File: src/rtl/mem_pkg.sv
// Shared types and constants for the memory access controller.
// Imported by the interface, decoder and controller.
package mem_pkg;

    typedef enum logic [1:0] {
        IDLE,
        SETUP,
        ACCESS,
        RELEASE
    } state_e;

    localparam logic CELL_READ  = 1'b1;
    localparam logic CELL_WRITE = 1'b0;

    // Wide enough for write hold counts up to 15.
    localparam int CNT_W = 4;

endpackage

File: src/rtl/mem_access_ctrl_if.sv
// Request/response handshake bundle for mem_access_ctrl.
// master issues requests, slave is the controller.
interface mem_access_ctrl_if #(
    parameter int ADDR_W = 2,
    parameter int DATA_W = 4
);
    logic              req_valid;
    logic              req_ready;
    logic              req_rw;
    logic [ADDR_W-1:0] req_addr;
    logic [DATA_W-1:0] req_wdata;
    logic              rsp_valid;
    logic [DATA_W-1:0] rsp_rdata;

    modport master (
        output req_valid, req_rw, req_addr, req_wdata,
        input  req_ready, rsp_valid, rsp_rdata
    );

    modport slave (
        input  req_valid, req_rw, req_addr, req_wdata,
        output req_ready, rsp_valid, rsp_rdata
    );
endinterface

File: src/rtl/addr_decoder.sv
// Binary to one-hot word select decoder with enable.
// Output is all-zero when disabled.
module addr_decoder #(
    parameter int ADDR_W = 2
) (
    input  logic                 en,
    input  logic [ADDR_W-1:0]    addr,
    output logic [2**ADDR_W-1:0] onehot
);

    // One bit set for the addressed word when enabled.
    always_comb begin
        onehot = '0;
        if (en) onehot[addr] = 1'b1;
    end

endmodule

File: src/rtl/mem_access_ctrl.sv
// Sequencer driving select/RW/input_bit of a latch-based bitcell array.
// Data lines only move while every word select is low.
module mem_access_ctrl
    import mem_pkg::*;
#(
    parameter int ADDR_W       = 2,
    parameter int DATA_W       = 4,
    parameter int WRITE_CYCLES = 2
) (
    input  logic                 clk,
    input  logic                 rst,
    mem_access_ctrl_if.slave     bus,
    output logic [2**ADDR_W-1:0] word_select,
    output logic                 cell_rw,
    output logic [DATA_W-1:0]    cell_in,
    input  logic [DATA_W-1:0]    cell_out
);

    localparam int WORDS = 2**ADDR_W;

    state_e             state_q;
    state_e             state_d;
    logic [CNT_W-1:0]   cnt_q;
    logic [ADDR_W-1:0]  addr_q;
    logic [WORDS-1:0]   sel_d;
    logic               sel_en;
    logic               rsp_q;
    logic [DATA_W-1:0]  rdata_q;
    logic               accept;
    logic               last_beat;

    assign bus.req_ready = (state_q == IDLE) && !rst;
    assign bus.rsp_valid = rsp_q;
    assign bus.rsp_rdata = rdata_q;

    assign accept    = bus.req_valid && bus.req_ready;
    assign last_beat = (cell_rw == CELL_READ) || (cnt_q == CNT_W'(1));
    assign sel_en    = (state_d == ACCESS);

    addr_decoder #(
        .ADDR_W (ADDR_W)
    ) u_dec (
        .en     (sel_en),
        .addr   (addr_q),
        .onehot (sel_d)
    );

    // Next-state: one pass through SETUP/ACCESS/RELEASE per request.
    always_comb begin
        state_d = state_q;
        unique case (state_q)
            IDLE:    if (accept) state_d = SETUP;
            SETUP:   state_d = ACCESS;
            ACCESS:  if (last_beat) state_d = RELEASE;
            RELEASE: state_d = IDLE;
            default: state_d = IDLE;
        endcase
    end

    // State, hold counter and registered array/response outputs.
    always_ff @(posedge clk) begin
        if (rst) begin
            state_q     <= IDLE;
            cnt_q       <= '0;
            addr_q      <= '0;
            word_select <= '0;
            cell_rw     <= CELL_READ;
            cell_in     <= '0;
            rsp_q       <= 1'b0;
            rdata_q     <= '0;
        end else begin
            state_q     <= state_d;
            word_select <= sel_d;
            rsp_q       <= (state_q == ACCESS) && (state_d == RELEASE);
            if (accept) begin
                addr_q  <= bus.req_addr;
                cell_rw <= bus.req_rw;
                cell_in <= (bus.req_rw == CELL_WRITE) ? bus.req_wdata : '0;
            end
            if (state_q == SETUP) begin
                cnt_q <= CNT_W'(WRITE_CYCLES);
            end else if (state_q == ACCESS) begin
                cnt_q <= cnt_q - 1'b1;
            end
            if (state_q == ACCESS && cell_rw == CELL_READ) begin
                rdata_q <= cell_out;
            end
            if (state_q == RELEASE) begin
                cell_rw <= CELL_READ;
                cell_in <= '0;
            end
        end
    end

endmodule

File: src/flat_wrapper.sv
// flat-port wrapper written by rule: the top's interface ports become plain ports
module mem_access_ctrl_flat import mem_pkg::*;
#(
    parameter int ADDR_W       = 2,
    parameter int DATA_W       = 4,
    parameter int WRITE_CYCLES = 2
)
  (clk, rst, word_select, cell_rw, cell_in, cell_out, bus_req_valid, bus_req_rw, bus_req_addr, bus_req_wdata, bus_req_ready, bus_rsp_valid, bus_rsp_rdata);
  mem_access_ctrl_if #(.ADDR_W(ADDR_W), .DATA_W(DATA_W)) bus_i ();
  input  logic clk;
  input  logic rst;
  output logic [2**ADDR_W-1:0] word_select;
  output logic cell_rw;
  output logic [DATA_W-1:0] cell_in;
  input  logic [DATA_W-1:0] cell_out;
  input wire logic [$bits(bus_i.req_valid)-1:0] bus_req_valid;
  input wire logic [$bits(bus_i.req_rw)-1:0] bus_req_rw;
  input wire logic [$bits(bus_i.req_addr)-1:0] bus_req_addr;
  input wire logic [$bits(bus_i.req_wdata)-1:0] bus_req_wdata;
  output wire logic [$bits(bus_i.req_ready)-1:0] bus_req_ready;
  output wire logic [$bits(bus_i.rsp_valid)-1:0] bus_rsp_valid;
  output wire logic [$bits(bus_i.rsp_rdata)-1:0] bus_rsp_rdata;
  assign bus_i.req_valid = bus_req_valid;
  assign bus_i.req_rw = bus_req_rw;
  assign bus_i.req_addr = bus_req_addr;
  assign bus_i.req_wdata = bus_req_wdata;
  assign bus_req_ready = bus_i.req_ready;
  assign bus_rsp_valid = bus_i.rsp_valid;
  assign bus_rsp_rdata = bus_i.rsp_rdata;
  mem_access_ctrl #(.ADDR_W(ADDR_W), .DATA_W(DATA_W), .WRITE_CYCLES(WRITE_CYCLES)) u_core (.clk(clk), .rst(rst), .bus(bus_i), .word_select(word_select), .cell_rw(cell_rw), .cell_in(cell_in), .cell_out(cell_out));
endmodule
File: config.mk
export PLATFORM = sky130hd
export DESIGN_NAME = mem_access_ctrl_flat
export DESIGN_NICKNAME = d
export VERILOG_FILES = /design/src/rtl/mem_pkg.sv /design/src/rtl/mem_access_ctrl_if.sv /design/src/rtl/addr_decoder.sv /design/src/rtl/mem_access_ctrl.sv /design/src/flat_wrapper.sv
export SDC_FILE = /design/constraint.sdc
export NUM_CORES = 1
export LEC_CHECK = 0
export BUFFER_PORTS_ARGS = -buffer_cell sky130_fd_sc_hd__buf_4
export CORE_MARGIN = 2
export CORE_UTILIZATION = 36
export CTS_CLUSTER_DIAMETER = 60
export DETAILED_ROUTE_END_ITERATION = 10
export PLACE_DENSITY = 0.6
export SKIP_LAST_GASP = 1
export SLEW_MARGIN = 10
export SYNTH_ARGS = -nofsm -noshare
export SYNTH_HDL_FRONTEND = slang
export SYNTH_SLANG_ARGS = --single-unit
export TNS_END_PERCENT = 5
File: constraint.sdc
create_clock -name clk -period 1.4 [get_ports clk]
set_input_delay 0 -clock clk [delete_from_list [all_inputs] [get_ports clk]]
set_output_delay 0 -clock clk [all_outputs]
set_load 0.02 [all_outputs]
---- Word level (Yosys, flattened, before mapping) ----
Index checks and enable logic that the tools add are counted.
word-level totals
  register bits after elaboration ......... 22
  bits of input ports ..................... 14
  output and inout bits ................... 15
  logic and storage cells ................. 39
operators by class
  $add $sub $neg .......................... 1
  $lt $le $gt $ge ......................... 2
  eq/ne operators ......................... 6
  multiplexer cells ....................... 8
  bitwise gates (word level) .............. 1
  reduce and logical (&&, ||, !) cells .... 12
operators with widths
  cell                 number
  $eq 2x2->1 const B   4
  $mux 2               4
  $pmux 2 s4           1
  $reduce_or 2->1      3
  $logic_and 1x1->1    5
  $eq 4x1->1 const B   1
  $mux 4               1
  $sub 4x1->4 const B  1
  $lt 2x3->1 const B   1
  $demux 1 s2          1
  $eq 2x1->1 const B   1
  $ge 2x1->1 const B   1
  $logic_not 2->1      1
  $reduce_bool 2->1    1
  $logic_not 1->1      1
  $logic_or 1x1->1     1
  $mux 1               1
  $not 1->1            1

---- Logic depth before layout (Yosys ltp) ----
Gate-level depths: netlist of run 1.
  depth in word-level cells ............... 8
  mapped depth ............................ 6
  mapped depth without buffers ............ 6

---- Cells and area by module ----
Synthesis of run 1 repeated with hierarchy kept, for this count alone.
second synthesis, totals
  cells, all modules ...................... 100
  area, all modules ....................... 997.2 sq um
modules (own cells, without submodules)
  module           instances  cells each  area each (sq um)  seq. area each (sq um)
  mem_access_ctrl  1          96          959.7              440.4
  addr_decoder     1          4           37.5               0.0

---- Worst setup path after synthesis of run 1 ----
OpenSTA, ideal clock, no wires.
  path kind ............................... register to register
  from .................................... reg u_core.state_q[0]
  to ...................................... reg u_core.state_q[0]
  library setup time ...................... 132 ps
  data arrival time ....................... 1363 ps
  data required time ...................... 1268 ps
  setup slack ............................. -96 ps
  stages on the path, launching flop included .. 7
  path buffers ............................ 1
  period minus slack after synthesis ...... 1496 ps
  cells stage by stage .................... dfxtp_1 inv_1 ha_1 and3b_1 buf_2 o21ai_0 a21oi_1
on the way
  longest elaborated chain between the ends .. 5
  elaborated cells between the ends (all ways) .. 9
  those cells by class .................... eq/ne: 3; mux: 3; reduce/logical: 3
ends and longest elaborated chain
  item                    line                                          RTL
  start, declared         mem_access_ctrl.sv:21                         state_e state_q;
  start signal, assigned  mem_access_ctrl.sv:72                         state_q <= state_d;
  $logic_not 2->1         mem_access_ctrl.sv:32, mem_access_ctrl.sv:51
  $logic_and 1x1->1       mem_access_ctrl.sv:32                         assign bus.req_ready = (state_q == IDLE) && !rst;
  $logic_and 1x1->1       mem_access_ctrl.sv:36                         assign accept = bus.req_valid && bus.req_ready;
  $mux 2                  mem_access_ctrl.sv:52                         IDLE: if (accept) state_d = SETUP;
  $pmux 2 s4 *            mem_access_ctrl.sv:51                         unique case (state_q)
Mark *: on every way between the ends. The rest lies on a longest branch, timed or not.
A chain may end at the register's enable or synchronous reset.

---- Worst setup path in the final report of run 1 ----
  from .................................... reg u_core.cnt_q[1]
  to ...................................... reg u_core.word_select[2]
on the way
  longest elaborated chain between the ends .. 7
ends and longest elaborated chain
  item                              line                   RTL
  start, declared                   mem_access_ctrl.sv:23  logic [CNT_W-1:0] cnt_q;
  start signal, assigned            mem_access_ctrl.sv:81  cnt_q <= CNT_W'(WRITE_CYCLES);
  start signal, assigned            mem_access_ctrl.sv:83  cnt_q <= cnt_q - 1'b1;
  $eq 4x1->1                        mem_access_ctrl.sv:37  assign last_beat = (cell_rw == CELL_READ) || (cnt_q == CNT_W'(1));
  $logic_or 1x1->1                  mem_access_ctrl.sv:37
  $mux 2                            mem_access_ctrl.sv:54  ACCESS: if (last_beat) state_d = RELEASE;
  $pmux 2 s4                        mem_access_ctrl.sv:51
  $eq 2x2->1                        mem_access_ctrl.sv:38  assign sel_en = (state_d == ACCESS);
  $not 1->1 (no source line)        -
  $reduce_or 2->1 (no source line)  -
  end signal, assigned              mem_access_ctrl.sv:73  word_select <= sel_d;
  end, declared                     mem_access_ctrl.sv:13  output logic [2**ADDR_W-1:0] word_select,
Every way passes these cells.

==> results of run 1 <==
registers in the layout (all words and copies together) (netlist names):
register              count
u_core.bus.rsp_rdata      4
u_core.cell_in            4
u_core.cnt_q              4
u_core.word_select        4
u_core.addr_q             2
u_core.state_q            2
u_core.bus.rsp_valid      1
u_core.cell_rw            1
area by class of cell:
type | count | area (sq um) | area share
multi-input cells | 68 | 497 | 0.343
clock buffers | 4 | 36.3 | 0.0251
well taps | 30 | 37.5 | 0.0260
flip-flops and latches | 22 | 443 | 0.306
repair buffers | 50 | 403 | 0.279
inverters | 8 | 30.0 | 0.0208
layer usage:
metal / share of wire / vias up
li1: - / 449
met1: 0.43 / 401
met2: 0.51 / 31
met3: 0.044 / 4
met4: 0.012 / 0
met5: 0 / -
kinds of logic (layout without fill, tap and decap cells):
kind of cell | count (synthesis) | count (layout) | synth area share
mux | 4 | 4 | 0.0419
buf+inv | 12 | 62 | 0.0577
compound gates | 17 | 17 | 0.123
flops | 22 | 22 | 0.461
fa+ha+maj | 7 | 7 | 0.0917
simple gates | 37 | 37 | 0.197
xor+xnor | 3 | 3 | 0.0275
placed cells by master, fill, tap and decap left out, types with 3 or more instances in the layout:
master | Yosys | final
buf_4 | 0 | 39
dfxtp_1 | 22 | 20
dlygate4sd3_1 | 0 | 11
nand2_1 | 9 | 9
inv_1 | 8 | 8
a21oi_1 | 8 | 8
nor2_1 | 6 | 6
ha_1 | 7 | 6
nor3_1 | 5 | 5
nand3_1 | 5 | 5
mux2i_1 | 4 | 4
nand2b_1 | 5 | 4
clkbuf_4 | 0 | 3
through the flow:
stage | cells | setup slack (ns) | cell area, sq um | power (mW) | hold WS [ns]
after detailed placement | 167 | -0.0167 | 1260 | 1.38 | 0.204
after global placement | 167 | 0.0338 | 1260 | 1.36 | 0.194
final | 182 | -0.00738 | 1450 | 1.77 | 0.0622
after CTS | 182 | -0.0102 | 1420 | 1.75 | 0.0608
after global routing | 182 | -0.125 | 1450 | 1.91 | 0.0675
after floorplan | 102 | 0.0321 | 956 | 1.13 | 0.109
worst register-to-register path: stages, from the launching register on:
cell and delay, ns:
dfxtp_2 0.34, inv_1 0.05, ha_1 0.16, nor3b_2 0.17, o311a_4 0.35, nor4_2 0.26
power breakdown:
part / leakage, nW / switching [mW] / internal, mW / total, mW
registers: 0.180 / 0.0505 / 0.707 / 0.757
clock network: 0.0210 / 0.180 / 0.158 / 0.339
logic: 0.434 / 0.360 / 0.318 / 0.678
worst paths after layout:
kind / start / endpoint / slack [ns] / cells past startpoint
worst max-delay path: u_core.cnt_q[1]$_SDFFE_PP0P_ / u_core.word_select[2]$_SDFF_PP0_ / -0.007 / 5
worst min-delay path: bus_req_rw / u_core.cell_rw$_SDFFE_PP1P_ / 0.06 / 3
worst max register to register: u_core.cnt_q[1]$_SDFFE_PP0P_ / u_core.word_select[2]$_SDFF_PP0_ / -0.007 / 5
worst min register to register: u_core.bus.rsp_rdata[2]$_SDFFE_PP0P_ / u_core.bus.rsp_rdata[2]$_SDFFE_PP0P_ / 0.46 / 2
what timing repair did:
action,CTS,global route
resized for setup,2,6
setup endpoints to repair,3,11
hold buffers,11,0
hold endpoints to repair,15,0
pin swaps,0,0
setup buffers,0,0
==> results.sh, run 1 <==
export IMPL_core_area_sq_mm=0.00250
export IMPL_final_stage_net_count=174
export IMPL_synth_top_flop_cell="dfxtp_1"
export IMPL_run_status="finished, violations left"
export IMPL_largest_net_degree_at_the_start_of_global_routing=16
export IMPL_slew_headroom=0.724
export IMPL_detailroute_via_count=885
export IMPL_yosysTopAreaCell="dfxtp_1"
export IMPL_timing_critical_path_to_type="register"
export IMPL_cp_max_fo=4
export IMPL_avgRoutedWirePerCell_microns=12.2
export IMPL_hpwlAfterDp_microns=1630
export IMPL_asyncSetResetFlopFracSynth=0
export IMPL_mappedNetlistArea_sq_um=955
export IMPL_worstPathCellList="inv_1 -> ha_1 -> nor3b_2 -> o311a_4 -> nor4_2"
export IMPL_synthMostInstantiatedCell="dfxtp_1"
export IMPL_htree_levels=1
export IMPL_grt_usage=0.156
export IMPL_boundaryPins=29
export IMPL_netlist_top_cells_area="dfxtp_1 (46%), ha_1 (9.2%), a21oi_1 (4.2%), mux2i_1 (4.2%), nand2_1 (3.5%)"
export IMPL_std_cell_rows=18
export IMPL_port_buffer_count=28
export IMPL_maxClockFrequency_ghz=0.711
export IMPL_drt_iter0_markers=15
export IMPL_global_route_overflow_total=0
export IMPL_cts_root_to_sink_buffers=2
export IMPL_groute_layer_met3_usage=0.0211
export IMPL_worstPathBufferInverterCount=1
export IMPL_synth_commonest_cells="dfxtp_1 (22), nand2_1 (9), a21oi_1 (8), inv_1 (8), ha_1 (7)"
export IMPL_final_core_util=0.579
export IMPL_power_per_cell_area_mw_per_mm2=1230
export IMPL_postSynthAreaPerCell_sq_um=9.36
export IMPL_ant_nets=0
export IMPL_maxCapViolCount=0
export IMPL_final_setup_worst_slack_ns=-0.00738
export IMPL_clkSinkCount=22
export IMPL_die_width_microns=55.5
export IMPL_start_kind="register"
export IMPL_fin_crit_sh=1.01
export IMPL_drcViolationCount=0
export IMPL_clock_skew_ns=0.00243
export IMPL_number_of_antenna_violations_at_the_first_check_in_global_routing=0
export IMPL_total_wire_length_after_detailed_routing_microns=2220
export IMPL_yosysSeqAreaShare=0.461
export IMPL_finalHoldViolCount=0
export IMPL_post_drt_via_cell_ratio=4.86
export IMPL_max_stage_delay_ns=0.35
export IMPL_worst_path_max_delay_cell="o311a_4"
export IMPL_critical_path_required_ns=1.62
export IMPL_drtPass1Iterations=4
export IMPL_violations="negative setup slack"
export IMPL_gpl_final_weighted_congestion=0.758
export IMPL_grt_first_pass_wirelength_microns=3860
export IMPL_timing_worst_slew_pin_value_ns=0.412
export IMPL_finalSetupViolations=2
export IMPL_grt_use_met1=0.181
export IMPL_initial_core_util=0.382
export IMPL_ctsRootBufferMaster="clkbuf_4"
export IMPL_post_route_min_period_ns=1.41
export IMPL_gr_max_usage_layer="met2"
export IMPL_finalMaxSlewViolations=0
export IMPL_total_leakage_power_nw=0.635
export IMPL_filler_cell_count=224
export IMPL_clock_tree_from_tritoncts="yes"
export IMPL_synth_cell_type_count=28
export IMPL_timing_worst_setup_path_type="reg -> reg"
export IMPL_hp_class="in -> reg"
export IMPL_worst_setup_hold_path_clk_slew_ns=0.12
export IMPL_setup_total_negative_slack_ns=-0.0134
export IMPL_synth_yosys_warnings=0
export IMPL_irDropWorstVdd_uv=733
export IMPL_fp_dieArea_sq_mm=0.00308
export IMPL_worst_path_dominant_cell_family="simple AND/OR/NAND/NOR gates"
export IMPL_drive_gt1_frac=0.342
export IMPL_synth_edff_count=0
export IMPL_cp_data_arrival_time_ns=1.63
export IMPL_area_growth_synth_to_final_pct=51.5
export IMPL_diodes=0
export IMPL_clock_insertion_delay_at_the_later_pin_of_the_skew_report_ns=0.30
export IMPL_die_y_microns=55.5
export IMPL_postSynthRegisterBits=22
export IMPL_postSynthCellCount=102
export IMPL_rsz0062_at_grt="true"
export IMPL_tritoncts_num_buffers=3
export IMPL_grt_met2_usage=0.287
export IMPL_first_global_vias=900
export IMPL_postSynthNetCount=123
export IMPL_synth_top_area_share=0.461
(Power assumes the default switching activity.)
==> run 2: changes to the inputs <==
Settings changed: RECOVER_POWER set to 100, SETUP_SLACK_MARGIN set to 0.1.
==> results.sh, run 2 (same netlist as run 1, synthesis figures left out) <==
export IMPL_worstPathBufferInverterCount=1
export IMPL_worst_setup_hold_path_clk_slew_ns=0.12
export IMPL_initial_core_util=0.382
export IMPL_drcViolationCount=0
export IMPL_slew_headroom=0.796
export IMPL_global_route_overflow_total=0
export IMPL_power_total_mw=1.84
export IMPL_area_growth_synth_to_final_pct=52.2
export IMPL_total_leakage_power_nw=0.588
export IMPL_clock_insertion_delay_at_the_later_pin_of_the_skew_report_ns=0.30
export IMPL_filler_cell_count=218
export IMPL_diodes=0
export IMPL_first_global_vias=905
export IMPL_cp_max_fo=4
export IMPL_std_cell_rows=18
export IMPL_maxClockFrequency_ghz=0.732
export IMPL_critical_path_required_ns=1.62
export IMPL_avgRoutedWirePerCell_microns=11.9
export IMPL_grt_first_pass_wirelength_microns=3820
export IMPL_worstPathCellList="inv_1 -> ha_1 -> nor3b_2 -> o311a_4 -> nor4_4"
export IMPL_clock_skew_ns=0.00300
export IMPL_dpl_instance_area_sq_mm=0.00127
export IMPL_hpwlAfterDp_microns=1510
export IMPL_core_area_sq_mm=0.00250
export IMPL_power_per_cell_area_mw_per_mm2=1260
export IMPL_worst_path_dominant_cell_family="simple AND/OR/NAND/NOR gates"
export IMPL_ant_nets=0
export IMPL_timing_critical_path_to_type="register"
export IMPL_ctsRootBufferMaster="clkbuf_4"
export IMPL_die_width_microns=55.5
export IMPL_largest_net_degree_at_the_start_of_global_routing=16
export IMPL_setup_total_negative_slack_ns=0
export IMPL_most_common_layout_cells="buf_4 (25), dfxtp_1 (20), clkbuf_1 (14)"
export IMPL_post_drt_via_cell_ratio=4.78
export IMPL_irDropWorstVdd_uv=633
export IMPL_die_y_microns=55.5
export IMPL_total_wire_length_after_detailed_routing_microns=2190
export IMPL_finalSetupViolations=0
export IMPL_finalHoldViolCount=0
export IMPL_rsz0062_at_grt="true"
export IMPL_start_kind="register"
export IMPL_clock_tree_from_tritoncts="yes"
export IMPL_finalHoldWorstSlack_ns=0.0970
export IMPL_final_stage_net_count=175
export IMPL_fp_dieArea_sq_mm=0.00308
export IMPL_most_common_library_cell_in_the_layout_ignoring_fill_and_taps="buf_4"
export IMPL_dp_worst_setup_slack_ns=0.00973
export IMPL_drtPass1Iterations=3
export IMPL_cp_data_arrival_time_ns=1.59
export IMPL_htree_levels=1
export IMPL_grt_usage=0.154
export IMPL_timing_worst_setup_path_type="reg -> reg"
export IMPL_number_of_antenna_violations_at_the_first_check_in_global_routing=0
export IMPL_gpl_final_weighted_congestion=0.737
export IMPL_max_stage_delay_ns=0.36
export IMPL_detailroute_via_count=875
export IMPL_drt_iter0_markers=14
export IMPL_worst_path_max_delay_cell="o311a_4"
export IMPL_hp_class="in -> reg"
export IMPL_fin_crit_sh=0.976
export IMPL_post_route_min_period_ns=1.37
export IMPL_cts_root_to_sink_buffers=2
export IMPL_tritoncts_num_buffers=3
export IMPL_clkSinkCount=22
export IMPL_timing_worst_slew_pin_value_ns=0.303
export IMPL_port_buffer_count=28
export IMPL_final_setup_worst_slack_ns=0.0333
export IMPL_run_status="completed"
export IMPL_boundaryPins=29
export IMPL_maxCapViolCount=0
export IMPL_postLayoutCellArea_sq_mm=0.00145
export IMPL_drive_gt1_frac=0.288
export IMPL_finalMaxSlewViolations=0
run 2: changes by cell type in the layout (fill, tap and decap cells not counted), sizes merged:
cell	change
buf	-13
clkbuf	+14
run 2: path summary, 6_finish.rpt:
kind                                             start  depth (start not counted)  slack (ns)                              endpoint
setup / recovery          u_core.cnt_q[1]$_SDFFE_PP0P_                          5        0.03      u_core.word_select[2]$_SDFF_PP0_
hold / removal                              bus_req_rw                          3         0.1        u_core.cell_in[1]$_SDFFE_PP0P_
setup reg to reg          u_core.cnt_q[1]$_SDFFE_PP0P_                          5        0.03      u_core.word_select[2]$_SDFF_PP0_
hold reg to reg   u_core.bus.rsp_rdata[0]$_SDFFE_PP0P_                          2        0.46  u_core.bus.rsp_rdata[0]$_SDFFE_PP0P_
run 2: tightest hold or removal path, stage by stage:
cell and delay, ns:
buf_4 0.08, a311o_1 0.23, nor2_1 0.06
run 2: metal layers:
layer  track usage  vias up  part of all wire
li1              -      448                 -
met1         0.168      398              0.44
met4        0.0592        0             0.013
met5             0        -                 0
met2         0.287       25              0.50
met3        0.0304        4             0.045
run 2: metrics by stage:
| stage | utilization | cells |
|---|---|---|
| final | 0.581 | 183 |
| after global routing | 0.581 | 183 |
| after CTS | 0.582 | 183 |
| after detailed placement | 0.508 | 166 |
| after global placement | 0.508 | 166 |
| after floorplan | - | 102 |
run 2: layout make-up:
class                   count  area (sq um)  area share
well taps                  30          37.5      0.0258
clock buffers               4          36.3      0.0250
multi-input cells          68           536       0.369
inverters                   8          30.0      0.0207
repair buffers             51           370       0.255
flip-flops and latches     22           443       0.305
run 2: timing repair:
item / CTS / global route
resized for setup: 7 / 9
pin swaps: 4 / 2
buffers inserted: 2 / 0
endpoints found under the hold margin: 15 / 0
setup endpoints to repair: 10 / 19
hold buffers: 11 / 0
run 2: power by group:
| group | total, mW | internal [mW] | switching [mW] |
|---|---|---|---|
| clock | 0.348 | 0.159 | 0.189 |
| combinational | 0.726 | 0.341 | 0.386 |
| sequential | 0.761 | 0.707 | 0.0547 |
==> run 3: changes to the inputs <==
Settings changed: BUFFER_PORTS_ARGS -buffer_cell sky130_fd_sc_hd__buf_4 to -buffer_cell sky130_fd_sc_hd__buf_2.
==> results.sh, run 3 (same netlist as run 1, synthesis figures left out) <==
export IMPL_layoutNonFillerInstCount=182
export IMPL_port_buffer_count=28
export IMPL_comb_power_share=0.397
export IMPL_gpl_final_weighted_congestion=0.799
export IMPL_diodes=0
export IMPL_irDropWorstVdd_uv=615
export IMPL_total_wire_length_after_detailed_routing_microns=2210
export IMPL_drt_iter0_markers=8
export IMPL_cts_root_to_sink_buffers=2
export IMPL_hpwlAfterDp_microns=1480
export IMPL_cp_max_fo=3
export IMPL_drcViolationCount=0
export IMPL_worst_r2r_setup_slack_ns=0.05
export IMPL_finalHoldViolCount=0
export IMPL_timing_worst_setup_path_type="reg -> reg"
export IMPL_first_global_vias=881
export IMPL_drive_gt1_frac=0.336
export IMPL_timing_worst_slew_pin_value_ns=0.300
export IMPL_critical_path_required_ns=1.66
export IMPL_worst_path_dominant_cell_family="simple AND/OR/NAND/NOR gates"
export IMPL_initial_core_util=0.382
export IMPL_hp_class="in -> reg"
export IMPL_finalMaxSlewViolations=0
export IMPL_drtPass1Iterations=3
export IMPL_die_width_microns=55.5
export IMPL_pwr_share_seq=0.410
export IMPL_total_leakage_power_nw=0.573
export IMPL_cell_internal_pwr_mw=1.22
export IMPL_area_growth_synth_to_final_pct=49.7
export IMPL_ctsRootBufferMaster="clkbuf_4"
export IMPL_crit_path_start="u_core.state_q[1]$_SDFF_PP0_"
export IMPL_rsz0062_at_grt="true"
export IMPL_clock_tree_from_tritoncts="yes"
export IMPL_run_status="completed"
export IMPL_worstReg2RegEnd="u_core.word_select[0]$_SDFF_PP0_"
export IMPL_clock_insertion_delay_at_the_later_pin_of_the_skew_report_ns=0.32
export IMPL_number_of_antenna_violations_at_the_first_check_in_global_routing=0
export IMPL_fp_dieArea_sq_mm=0.00308
export IMPL_std_cell_rows=18
export IMPL_most_common_library_cell_in_the_layout_ignoring_fill_and_taps="dfxtp_1"
export IMPL_p_clk_frac=0.192
export IMPL_core_area_sq_mm=0.00250
export IMPL_slew_headroom=0.800
export IMPL_die_y_microns=55.5
export IMPL_start_kind="register"
export IMPL_worst_setup_hold_path_clk_slew_ns=0.12
export IMPL_maxCapViolCount=0
export IMPL_netSwitchingPower_mw=0.659
export IMPL_ant_nets=0
export IMPL_clock_skew_ns=0.00543
export IMPL_detailroute_via_count=878
export IMPL_most_common_layout_cells="dfxtp_1 (19), buf_2 (15), clkbuf_1 (13)"
export IMPL_htree_levels=1
export IMPL_worst_path_max_delay_cell="dfxtp_2"
export IMPL_worst_r2r_startpoint="u_core.state_q[1]$_SDFF_PP0_"
export IMPL_global_route_overflow_total=0
export IMPL_maxClockFrequency_ghz=0.739
export IMPL_worstPathBufferInverterCount=1
export IMPL_netSwitchingFraction=0.351
export IMPL_max_stage_delay_ns=0.37
export IMPL_fin_crit_sh=0.967
export IMPL_reg2regPathDepth=5
export IMPL_cp_data_arrival_time_ns=1.62
export IMPL_boundaryPins=29
export IMPL_post_drt_via_cell_ratio=4.82
export IMPL_post_route_min_period_ns=1.35
export IMPL_worstPathCellList="inv_2 -> ha_4 -> nand2b_4 -> or3_4 -> nor3_4"
export IMPL_final_stage_net_count=174
export IMPL_power_per_cell_area_mw_per_mm2=1310
export IMPL_finalHoldWorstSlack_ns=0.0309
export IMPL_numPlacedInstances=166
export IMPL_crit_cells=5
export IMPL_clkSinkCount=22
export IMPL_largest_net_degree_at_the_start_of_global_routing=16
export IMPL_grt_first_pass_wirelength_microns=3700
export IMPL_tritoncts_num_buffers=3
export IMPL_finalSetupViolations=0
export IMPL_avgRoutedWirePerCell_microns=12.2
export IMPL_timing_critical_path_to_type="register"
export IMPL_worstSetupEndpoint="u_core.word_select[0]$_SDFF_PP0_"
export IMPL_grt_usage=0.152
==> run 3: final cells by class <==
cell class | instances | area [sq um]
Clock buffer | 4 | 36.3
Fill cell | 224 | 1070
Inverter | 8 | 30.0
Multi-Input combinational cell | 68 | 554
Sequential cell | 22 | 444
Tap cell | 30 | 37.5
Timing Repair Buffer | 50 | 327
==> run 3: repair_timing <==
item,in CTS,in global routing
cloned,0,0
setup endpoints to repair,11,15
buffers inserted,1,1
hold buffers,10,0
gates resized for setup,9,14
pin swaps,5,5
endpoints found under the hold margin,10,0
==> run 3: worst min-delay path by stage <==
stage / from / to / depth (start not counted)
final: rst / u_core.bus.rsp_rdata[2]$_SDFFE_PP0P_ / 2
after CTS: rst / u_core.bus.rsp_rdata[2]$_SDFFE_PP0P_ / 2
after global placement: bus_req_addr[1] / u_core.addr_q[1]$_SDFFE_PP0P_ / 3
after global routing: rst / u_core.bus.rsp_rdata[3]$_SDFFE_PP0P_ / 2
after detailed placement: bus_req_addr[0] / u_core.addr_q[0]$_SDFFE_PP0P_ / 3
after floorplan: bus_req_addr[0] / u_core.addr_q[0]$_SDFFE_PP0P_ / 2
==> run 3: per-stage QoR <==
step	area (sq um)	utilization	setup WS [ns]	power (mW)	TNS (ns)
floorplan	960	-	0.0441	1.14	0
global placement	1200	0.480	0.0315	1.34	0
detailed placement	1200	0.480	-0.00301	1.35	-0.00301
CTS	1380	0.551	0.0701	1.79	0
global route	1430	0.572	-0.0263	1.99	-0.0263
finish	1430	0.572	0.0463	1.88	0
==> run 3: power groups by stage <==
stage / Sequential (mW) / Clock, mW / Combinational (mW)
after floorplan: 0.809 / 0 / 0.331
after global placement: 0.767 / 0 / 0.574
after detailed placement: 0.770 / 0 / 0.585
after CTS: 0.762 / 0.370 / 0.658
after global routing: 0.781 / 0.395 / 0.818
final: 0.770 / 0.361 / 0.746
==> run 3: per-layer routing <==
| layer | track usage | share of wire | vias up |
|---|---|---|---|
| li1 | - | - | 445 |
| met1 | 0.174 | 0.43 | 402 |
| met2 | 0.262 | 0.50 | 26 |
| met3 | 0.0281 | 0.046 | 5 |
| met4 | 0.0836 | 0.023 | 0 |
| met5 | 0 | 0 | - |
